--- config.mk ---
export PLATFORM = sky130hd
export DESIGN_NAME = multicycle_ctrl
export DESIGN_NICKNAME = d
export VERILOG_FILES = /design/src/rtl/multicycle_ctrl.sv
export SDC_FILE = /design/constraint.sdc
export NUM_CORES = 1
export LEC_CHECK = 0
export ABC_AREA = 1
export CAP_MARGIN = 0
export CELL_PAD_IN_SITES_DETAIL_PLACEMENT = 0
export CELL_PAD_IN_SITES_GLOBAL_PLACEMENT = 2
export CORE_MARGIN = 4
export CORE_UTILIZATION = 25
export CTS_CLUSTER_DIAMETER = 50
export DETAILED_ROUTE_END_ITERATION = 10
export PLACE_DENSITY = 0.86
export SYNTH_ARGS = -nofsm -noshare
export SYNTH_HDL_FRONTEND = slang
export SYNTH_SLANG_ARGS = --single-unit
--- constraint.sdc ---
create_clock -name clk -period 2.4 [get_ports clk]
set_input_delay 0.48 -clock clk [delete_from_list [all_inputs] [get_ports clk]]
set_output_delay 0.48 -clock clk [all_outputs]
set_load 0.005 [all_outputs]
--- src/rtl/multicycle_ctrl.sv ---
// Multi-cycle sequencer for the KGP_RISC core: FETCH/DECODE/EXEC/MEM/WB with branch resolution.
// Optional CTRL_PERF_EN adds busy-cycle and retired-instruction counters.
module multicycle_ctrl #(
    parameter bit ILLEGAL_HALT = 1'b1
) (
    input  logic       clk,
    input  logic       rst,
    input  logic       run,
    input  logic [2:0] opcode,
    input  logic [3:0] func,
    input  logic       zero,
    input  logic       carry,
    input  logic       sign,
    input  logic       imem_ack,
    input  logic       dmem_ack,
    output logic       imem_req,
    output logic       dmem_req,
    output logic       dmem_we,
    output logic       ir_write,
    output logic       pc_write,
    output logic [1:0] pc_src,
    output logic       reg_write,
    output logic [1:0] wb_sel,
    output logic       alu_src,
    output logic [3:0] alu_op,
    output logic       flag_write,
    output logic       busy,
    output logic       illegal
`ifdef CTRL_PERF_EN
   ,output logic [31:0] cycle_cnt,
    output logic [31:0] instr_cnt
`endif
);

    // state    | meaning
    // IDLE     | waiting for run
    // FETCH    | instruction request until imem_ack
    // DECODE   | opcode legality check
    // EXEC     | ALU setup / branch resolution
    // MEM      | data request until dmem_ack
    // WB       | register-file write
    // HALT     | illegal opcode seen, terminal until reset
    typedef enum logic [2:0] {
        S_IDLE, S_FETCH, S_DECODE, S_EXEC, S_MEM, S_WB, S_HALT
    } state_t;

    state_t     state_q, state_d, next_fetch;
    logic       imem_req_q, imem_req_d;
    logic       dmem_req_q, dmem_req_d;
    logic       dmem_we_q, dmem_we_d;
    logic       reg_write_q, reg_write_d;
    logic [1:0] wb_sel_q, wb_sel_d;
    logic       alu_src_q, alu_src_d;
    logic [3:0] alu_op_q, alu_op_d;
    logic       flag_write_q, flag_write_d;
    logic       busy_q, busy_d;
    logic       illegal_q, illegal_d;
    logic       br_taken;

    always_comb begin
        br_taken = 1'b0;
        case (func)
            4'b0000: br_taken = 1'b1;
            4'b0001: br_taken = zero;
            4'b0010: br_taken = ~zero;
            4'b0011: br_taken = carry;
            4'b0100: br_taken = ~carry;
            4'b0101: br_taken = sign;
            4'b0110: br_taken = ~sign;
            4'b0111: br_taken = 1'b1;
            default: br_taken = 1'b0;
        endcase
    end

    always_comb begin
        state_d    = state_q;
        illegal_d  = illegal_q;
        next_fetch = run ? S_FETCH : S_IDLE;
        case (state_q)
            S_IDLE:   if (run) state_d = S_FETCH;
            S_FETCH:  if (imem_ack) state_d = S_DECODE;
            S_DECODE: begin
                if (opcode >= 3'd5) begin
                    illegal_d = 1'b1;
                    state_d   = ILLEGAL_HALT ? S_HALT : next_fetch;
                end else begin
                    state_d = S_EXEC;
                end
            end
            S_EXEC: begin
                case (opcode)
                    3'b000, 3'b001: state_d = S_WB;
                    3'b010:         state_d = S_MEM;
                    3'b011:         state_d = (func == 4'b0111) ? S_WB : next_fetch;
                    default:        state_d = next_fetch;
                endcase
            end
            S_MEM:    if (dmem_ack) state_d = func[0] ? next_fetch : S_WB;
            S_WB:     state_d = next_fetch;
            S_HALT:   state_d = S_HALT;
            default:  state_d = S_IDLE;
        endcase

        // Moore strobes are computed from the state being entered so they register with it.
        imem_req_d   = (state_d == S_FETCH);
        dmem_req_d   = (state_d == S_MEM);
        dmem_we_d    = (state_d == S_MEM) && func[0];
        reg_write_d  = (state_d == S_WB);
        busy_d       = (state_d != S_IDLE) && (state_d != S_HALT);
        alu_op_d     = 4'b0000;
        alu_src_d    = 1'b0;
        flag_write_d = 1'b0;
        wb_sel_d     = 2'b00;
        if (state_d == S_EXEC) begin
            case (opcode)
                3'b000: begin
                    alu_op_d     = func;
                    flag_write_d = 1'b1;
                end
                3'b001: begin
                    alu_op_d     = {2'b00, func[1:0]};
                    alu_src_d    = 1'b1;
                    flag_write_d = 1'b1;
                end
                3'b010:  alu_src_d = 1'b1;
                default: alu_op_d  = 4'b0000;
            endcase
        end
        if (state_d == S_WB) begin
            if (state_q == S_MEM)       wb_sel_d = 2'b01;
            else if (opcode == 3'b011)  wb_sel_d = 2'b10;
            else                        wb_sel_d = 2'b00;
        end
    end

    always_ff @(posedge clk or posedge rst) begin
        if (rst) begin
            state_q      <= S_IDLE;
            imem_req_q   <= 1'b0;
            dmem_req_q   <= 1'b0;
            dmem_we_q    <= 1'b0;
            reg_write_q  <= 1'b0;
            wb_sel_q     <= 2'b00;
            alu_src_q    <= 1'b0;
            alu_op_q     <= 4'b0000;
            flag_write_q <= 1'b0;
            busy_q       <= 1'b0;
            illegal_q    <= 1'b0;
        end else begin
            state_q      <= state_d;
            imem_req_q   <= imem_req_d;
            dmem_req_q   <= dmem_req_d;
            dmem_we_q    <= dmem_we_d;
            reg_write_q  <= reg_write_d;
            wb_sel_q     <= wb_sel_d;
            alu_src_q    <= alu_src_d;
            alu_op_q     <= alu_op_d;
            flag_write_q <= flag_write_d;
            busy_q       <= busy_d;
            illegal_q    <= illegal_d;
        end
    end

    assign imem_req   = imem_req_q;
    assign dmem_req   = dmem_req_q;
    assign dmem_we    = dmem_we_q;
    assign reg_write  = reg_write_q;
    assign wb_sel     = wb_sel_q;
    assign alu_src    = alu_src_q;
    assign alu_op     = alu_op_q;
    assign flag_write = flag_write_q;
    assign busy       = busy_q;
    assign illegal    = illegal_q;

    // PC strobes must act in the same cycle as the ack / flag sample, so they bypass the registers.
    assign ir_write = (state_q == S_FETCH) && imem_ack;
    assign pc_write = ir_write ||
                      ((state_q == S_EXEC) && (((opcode == 3'b011) && br_taken) || (opcode == 3'b100)));
    assign pc_src   = (state_q != S_EXEC)                  ? 2'b00 :
                      (opcode == 3'b100)                   ? 2'b10 :
                      ((opcode == 3'b011) && br_taken)     ? 2'b01 : 2'b00;

`ifdef CTRL_PERF_EN
    logic [31:0] cycle_cnt_q, cycle_cnt_d;
    logic [31:0] instr_cnt_q, instr_cnt_d;
    logic        instr_done;

    always_comb begin
        instr_done  = (state_q == S_WB) ||
                      (((state_q == S_EXEC) || (state_q == S_MEM)) &&
                       ((state_d == S_FETCH) || (state_d == S_IDLE)));
        cycle_cnt_d = cycle_cnt_q + {31'd0, busy_q};
        instr_cnt_d = instr_cnt_q + {31'd0, instr_done};
    end

    always_ff @(posedge clk or posedge rst) begin
        if (rst) begin
            cycle_cnt_q <= 32'd0;
            instr_cnt_q <= 32'd0;
        end else begin
            cycle_cnt_q <= cycle_cnt_d;
            instr_cnt_q <= instr_cnt_d;
        end
    end

    assign cycle_cnt = cycle_cnt_q;
    assign instr_cnt = instr_cnt_q;
`endif

endmodule

* Yosys cells after proc, flatten, opt, wreduce, memory -nomap -nowiden
Index checks and enable logic that the tools add are counted.
** Word-level totals
- Memory bits (writable) :: 0
- Memory bits (read-only) :: 0
- Memories kept :: 0
- Output and inout bits :: 18
- Flip-flop bits (word level) :: 17
- Input bits :: 15
- Latch bits :: 0
- Word-level logic and storage cells :: 75
** Operators by class
- $add $sub $neg :: 0
- Shift operators :: 0
- Eq/ne operators :: 23
- Multipliers :: 0
- Multiplexer cells :: 22
- Div/mod/pow operators :: 0
- Bitwise operators :: 3
- Reduce and logical (&&, ||, !) cells :: 15
- Magnitude comparators :: 1
** Operator list (number)
- $pmux W3 S7 :: 1
- $eq A3 B3 Y1 const B :: 6
- $mux W3 :: 6
- $eq A4 B3 Y1 const B :: 4
- $eq A3 B2 Y1 const B :: 5
- $mux W2 :: 5
- $eq A3 B1 Y1 const B :: 3
- $pmux W3 S3 :: 1
- $eq A4 B2 Y1 const B :: 2
- $pmux W4 S2 :: 1
- $pmux W1 S7 :: 1
- $logic_not A3 Y1 :: 2
- $mux W1 :: 6
- $reduce_or A2 Y1 :: 3
- $logic_and A1 B1 Y1 :: 5
- $eq A4 B1 Y1 const B :: 1
- $logic_not A4 Y1 :: 1
- $mux W4 :: 1
- $ge A3 B3 Y1 const B :: 1
- $ne A3 B2 Y1 const B :: 1
- $ne A3 B3 Y1 const B :: 1
- $not A1 Y1 :: 3
- $reduce_bool A3 Y1 :: 1
- $logic_or A1 B1 Y1 :: 2
- $reduce_and A2 Y1 :: 1

* Logic depth before layout (Yosys ltp)
- Depth after elaboration :: 7
- Gate-level depth with buffers :: 10
- Depth with buffers taken out :: 10

* Least setup slack after synthesis
Ideal clock, no wire load.
- Kind :: input-to-output
- From :: input port func[3]
- To :: output port pc_write
- Slack :: 847 ps
- Data required time :: 1920 ps
- Buffers on the path :: 0
- Stages on the path :: 9
- Arrival time :: 1073 ps
- Cell sequence :: inv_1 > nand2_1 > a21oi_1 > o21ai_0 > o21ai_0 > nand2_1 > nand2_1 > nand2_1 > nand2_1
** Between the ends
- Cells in the longest elaborated chain, start to end :: 7
- Elaborated cells between the ends (all ways) :: 14
- Classes of those cells :: eq/ne: 7; mux: 1; reduce/logical: 6
** RTL lines
- start: declaration :: line 10 : input logic [3:0] func,
- $eq A4 B3 Y1 or $logic_not A4 Y1 (tied branches) :: line 62 : case (func)
- $reduce_or A2 Y1 (no source line)
- $pmux W1 S7 * :: line 62
- $logic_and A1 B1 Y1 * :: line 178 : ((state_q == S_EXEC) && (((opcode == 3'b011) && br_taken) || (opcode == 3'b100)));
- $logic_or A1 B1 Y1 * :: line 178
- $logic_and A1 B1 Y1 * :: line 178
- $logic_or A1 B1 Y1 * :: line 177 : assign pc_write = ir_write ||
- end: declaration :: line 20 : output logic pc_write,
Every way passes the cells marked *; elsewhere a longest branch is shown, timed or not.

* Worst setup path after layout
- From :: input port opcode[2]
- To :: output port pc_src[1]
** Between the ends
- Cells in the longest elaborated chain, start to end :: 3
** RTL lines
- start: declaration :: line 9 : input logic [2:0] opcode,
- $eq A3 B3 Y1 :: line 180 : (opcode == 3'b100) ? 2'b10 :
- $mux W2 :: line 180
- $mux W2 :: line 179 : assign pc_src = (state_q != S_EXEC) ? 2'b00 :
- end: declaration :: line 21 : output logic [1:0] pc_src,
Every way passes these cells.

==> flow_summary.json <==
{
  "outcome": "finished, final reports clean",
  "cts_sinks": 17,
  "die_h_um": 68.1,
  "multiInputGateArea_sq_um": 387,
  "setup_tns_ns": 0,
  "worst-path-stages": 4,
  "netlist.area_leader.share_pct": 47.1,
  "worst_slew_pin_slew_ns": 0.625,
  "p_sw_mw": 0.353,
  "drtAntennaViolNets": 0,
  "yosysMostFrequentCell": "nand2_1",
  "synth_edf_count": 0,
  "numCtsBuffers": 3,
  "routed_via_density": 4.11,
  "post_drt_wl_per_cell_um": 10.2,
  "floorplan.initialDensity_pct": 26.4,
  "final_cells": 213,
  "antennaDiodeCount": 0,
  "p_clk_share_pct": 15.9,
  "drive_gt1_share_pct": 26.3,
  "antenna_found_initial": 0,
  "grt_pass1_wl_um": 3840,
  "rsz0062_at_grt": "false",
  "yosysWarningCount": 0,
  "max_freq_mhz": 435,
  "grt_usage_pct": 10.8,
  "final-max-slew-violation-count": 0,
  "synth_area_leaders": "dfrtp_1, nand2_1, inv_1",
  "fin_worst_skew_ns": 0.00955,
  "cts_setup_buffers": 0,
  "p_int_mw": 0.612,
  "syn_inst": 117,
  "dieArea_sq_um": 4640,
  "rr_worst_depth": 8,
  "clkTransAtPathRegs_ns": 0.11,
  "endpoint_kind": "output pin",
  "seqCellArea_sq_um": 425,
  "period_share_pct": 95.9,
  "routed_wl_um": 2170,
  "cpMaxStageDelayCell": "clkdlybuf4s50_1",
  "hpwl_um": 1820,
  "cp_max_fo": 2,
  "numPortBuffers": 32,
  "nets": 183,
  "seq_area_frac_synth_pct": 47.1,
  "seqPwrFrac_pct": 39.7,
  "worstSkewPairLatency_ns": 0.29,
  "switching_share_pct": 36.6,
  "via_count": 875,
  "slew_headroom_pct": 58.3,
  "drc": 0,
  "yosysTopAreaCell": "dfrtp_1",
  "root_buffer": "clkbuf_4",
  "overflow": 0,
  "path_delay_family": "buffers and inverters",
  "core_sq_um": 3420,
  "min_period_ns": 2.30,
  "critPathLaunchType": "input port",
  "grt_max_degree": 18,
  "cts_hold_buffers": 0,
  "holdPathStages": 1,
  "tritoncts": "done",
  "ys_seq_elements": 17,
  "netlist_area_sq_um": 903,
  "required_ns": 1.92,
  "ys.flop_type": "dfrtp_1",
  "syn_area_per_cell_sq_um": 7.72,
  "synthArstFlopShare_pct": 100,
  "pwr_density_cell_nw_per_um2": 684,
  "cp.arrival_ns": 1.82,
  "gp_congestion": 0.754,
  "maxCapViolations": 0,
  "path_buf_inv": 3,
  "setup-violations-final": 0,
  "synthToLayoutAreaGrowth_pct": 56.1,
  "htree_num_levels": 1,
  "path_cells": "clkdlybuf4s50_1, inv_2, nor4_2, clkdlybuf4s50_1",
  "nFillCells": 360,
  "hp-class": "register to register",
  "ys_types": 19,
  "die_w_um": 68.1,
  "grt_pass1_vias": 919,
  "ir_worst_vdd_v": 0.000387,
  "whs_ns": 0.497,
  "cp_common_cell": "clkdlybuf4s50_1",
  "first_iter_violations": 17,
  "syn_nets": 132,
  "critPathKind": "input port to output pin",
  "num_rows": 21,
  "synthTopCellsByCount": "nand2_1, inv_1, dfrtp_1, nor2_1, nor2_2",
  "comb_power_share_pct": 44.4,
  "finalHoldViolCount": 0,
  "dr.pass1.iters": 4,
  "p_leak_nw": 0.747,
  "cts_max_path_buffers": 2,
  "dp.cells": 209,
  "io_pins": 33,
  "cp_slowest_stage_delay_ns": 0.56
}
==> sequential cells by signal, indices dropped and copies added (netlist names) <==
register	flops
flag_write	1
alu_src	1
wb_sel	2
dmem_we	1
illegal	1
state_q	3
reg_write	1
alu_op	4
imem_req	1
busy	1
dmem_req	1
==> layout by cell type (no fill, tap or decap) <==
cell type | Yosys | routed
a21oi_1 | 2 | 2
a31o_2 | 1 | 1
buf_4 | 0 | 14
clkbuf_4 | 0 | 3
clkdlybuf4s50_1 | 0 | 27
clkinv_2 | 0 | 1
dfrtp_1 | 17 | 17
dlygate4sd2_1 | 0 | 5
inv_1 | 21 | 19
inv_2 | 4 | 6
nand2_1 | 27 | 26
nand2_2 | 3 | 4
nand2_4 | 1 | 1
nand3_1 | 2 | 2
nand3_2 | 3 | 3
nand4_1 | 3 | 3
nor2_1 | 14 | 14
nor2_2 | 7 | 7
nor3_1 | 3 | 3
nor4_2 | 1 | 1
o21ai_0 | 4 | 3
o21ai_1 | 0 | 1
o21ai_2 | 2 | 2
o31ai_1 | 1 | 1
or2_2 | 1 | 1
==> what timing repair did <==
action / in CTS / in global routing
setup endpoints to repair: 2 / 1
resized for setup: 8 / 1
gates cloned: 0 / 0
==> power groups by stage <==
stage          registers (mW)  logic (mW)  clock network (mW)
3_5_place_dp            0.388       0.439                   0
3_3_place_gp            0.385       0.439                   0
4_1_cts                 0.383       0.438               0.163
2_1_floorplan           0.386       0.241                   0
6_report                0.383       0.428               0.153
5_1_grt                 0.393       0.487               0.176
==> stage by stage <==
step	util, %	power (mW)	setup slack, ns	cell area [sq um]
finish	41.3	0.964	0.0988	1410
global route	41.3	1.06	0.000206	1410
CTS	41.3	0.983	0.0950	1410
detailed placement	40.6	0.827	-0.225	1390
global placement	40.6	0.824	-0.167	1390
floorplan	-	0.627	0.847	903
==> area by class of cell <==
| type | count | share of cell area [%] |
|---|---|---|
| Clock buffer | 3 | 1.60 |
| Sequential cell | 17 | 30.2 |
| Tap cell | 46 | 4.08 |
| Clock inverter | 1 | 0.355 |
| Inverter | 25 | 6.65 |
| Multi-Input combinational cell | 75 | 27.4 |
| Timing Repair Buffer | 46 | 29.7 |
==> final timing paths <==
kind / from / to / slack, ns
max: opcode[2] / pc_src[1] / 0.1
min in group asynchronous: rst / state_q[2] / 0.56
max in group asynchronous: rst / alu_op[1] / 1.43
min: illegal / illegal / 0.50
min reg2reg: illegal / illegal / 0.50
max reg2reg: state_q[0] / dmem_req / 0.98
==> worst register-to-register path: stages (launching register included) <==
cell	delay, ns
dfrtp_1	0.46
nor2_2	0.19
nand2_1	0.06
nor2_1	0.24
nor2_2	0.08
nand3_2	0.08
nand2_2	0.08
nand2_2	0.07
inv_1	0.04
==> logic make-up after synthesis <==
| kind of cell | synth area share [%] |
|---|---|
| buf+inv | 10.4 |
| compound gates | 7.06 |
| flops | 47.1 |
| simple gates | 35.5 |
==> layer usage <==
layer	up-vias	share of wire (%)	global-route usage, %
li1	458	-	-
met1	389	47	13.8
met2	26	47	18.3
met3	2	5.8	3.45
met4	0	0.55	1.49
met5	-	0	0
(Power assumes the default switching activity.)
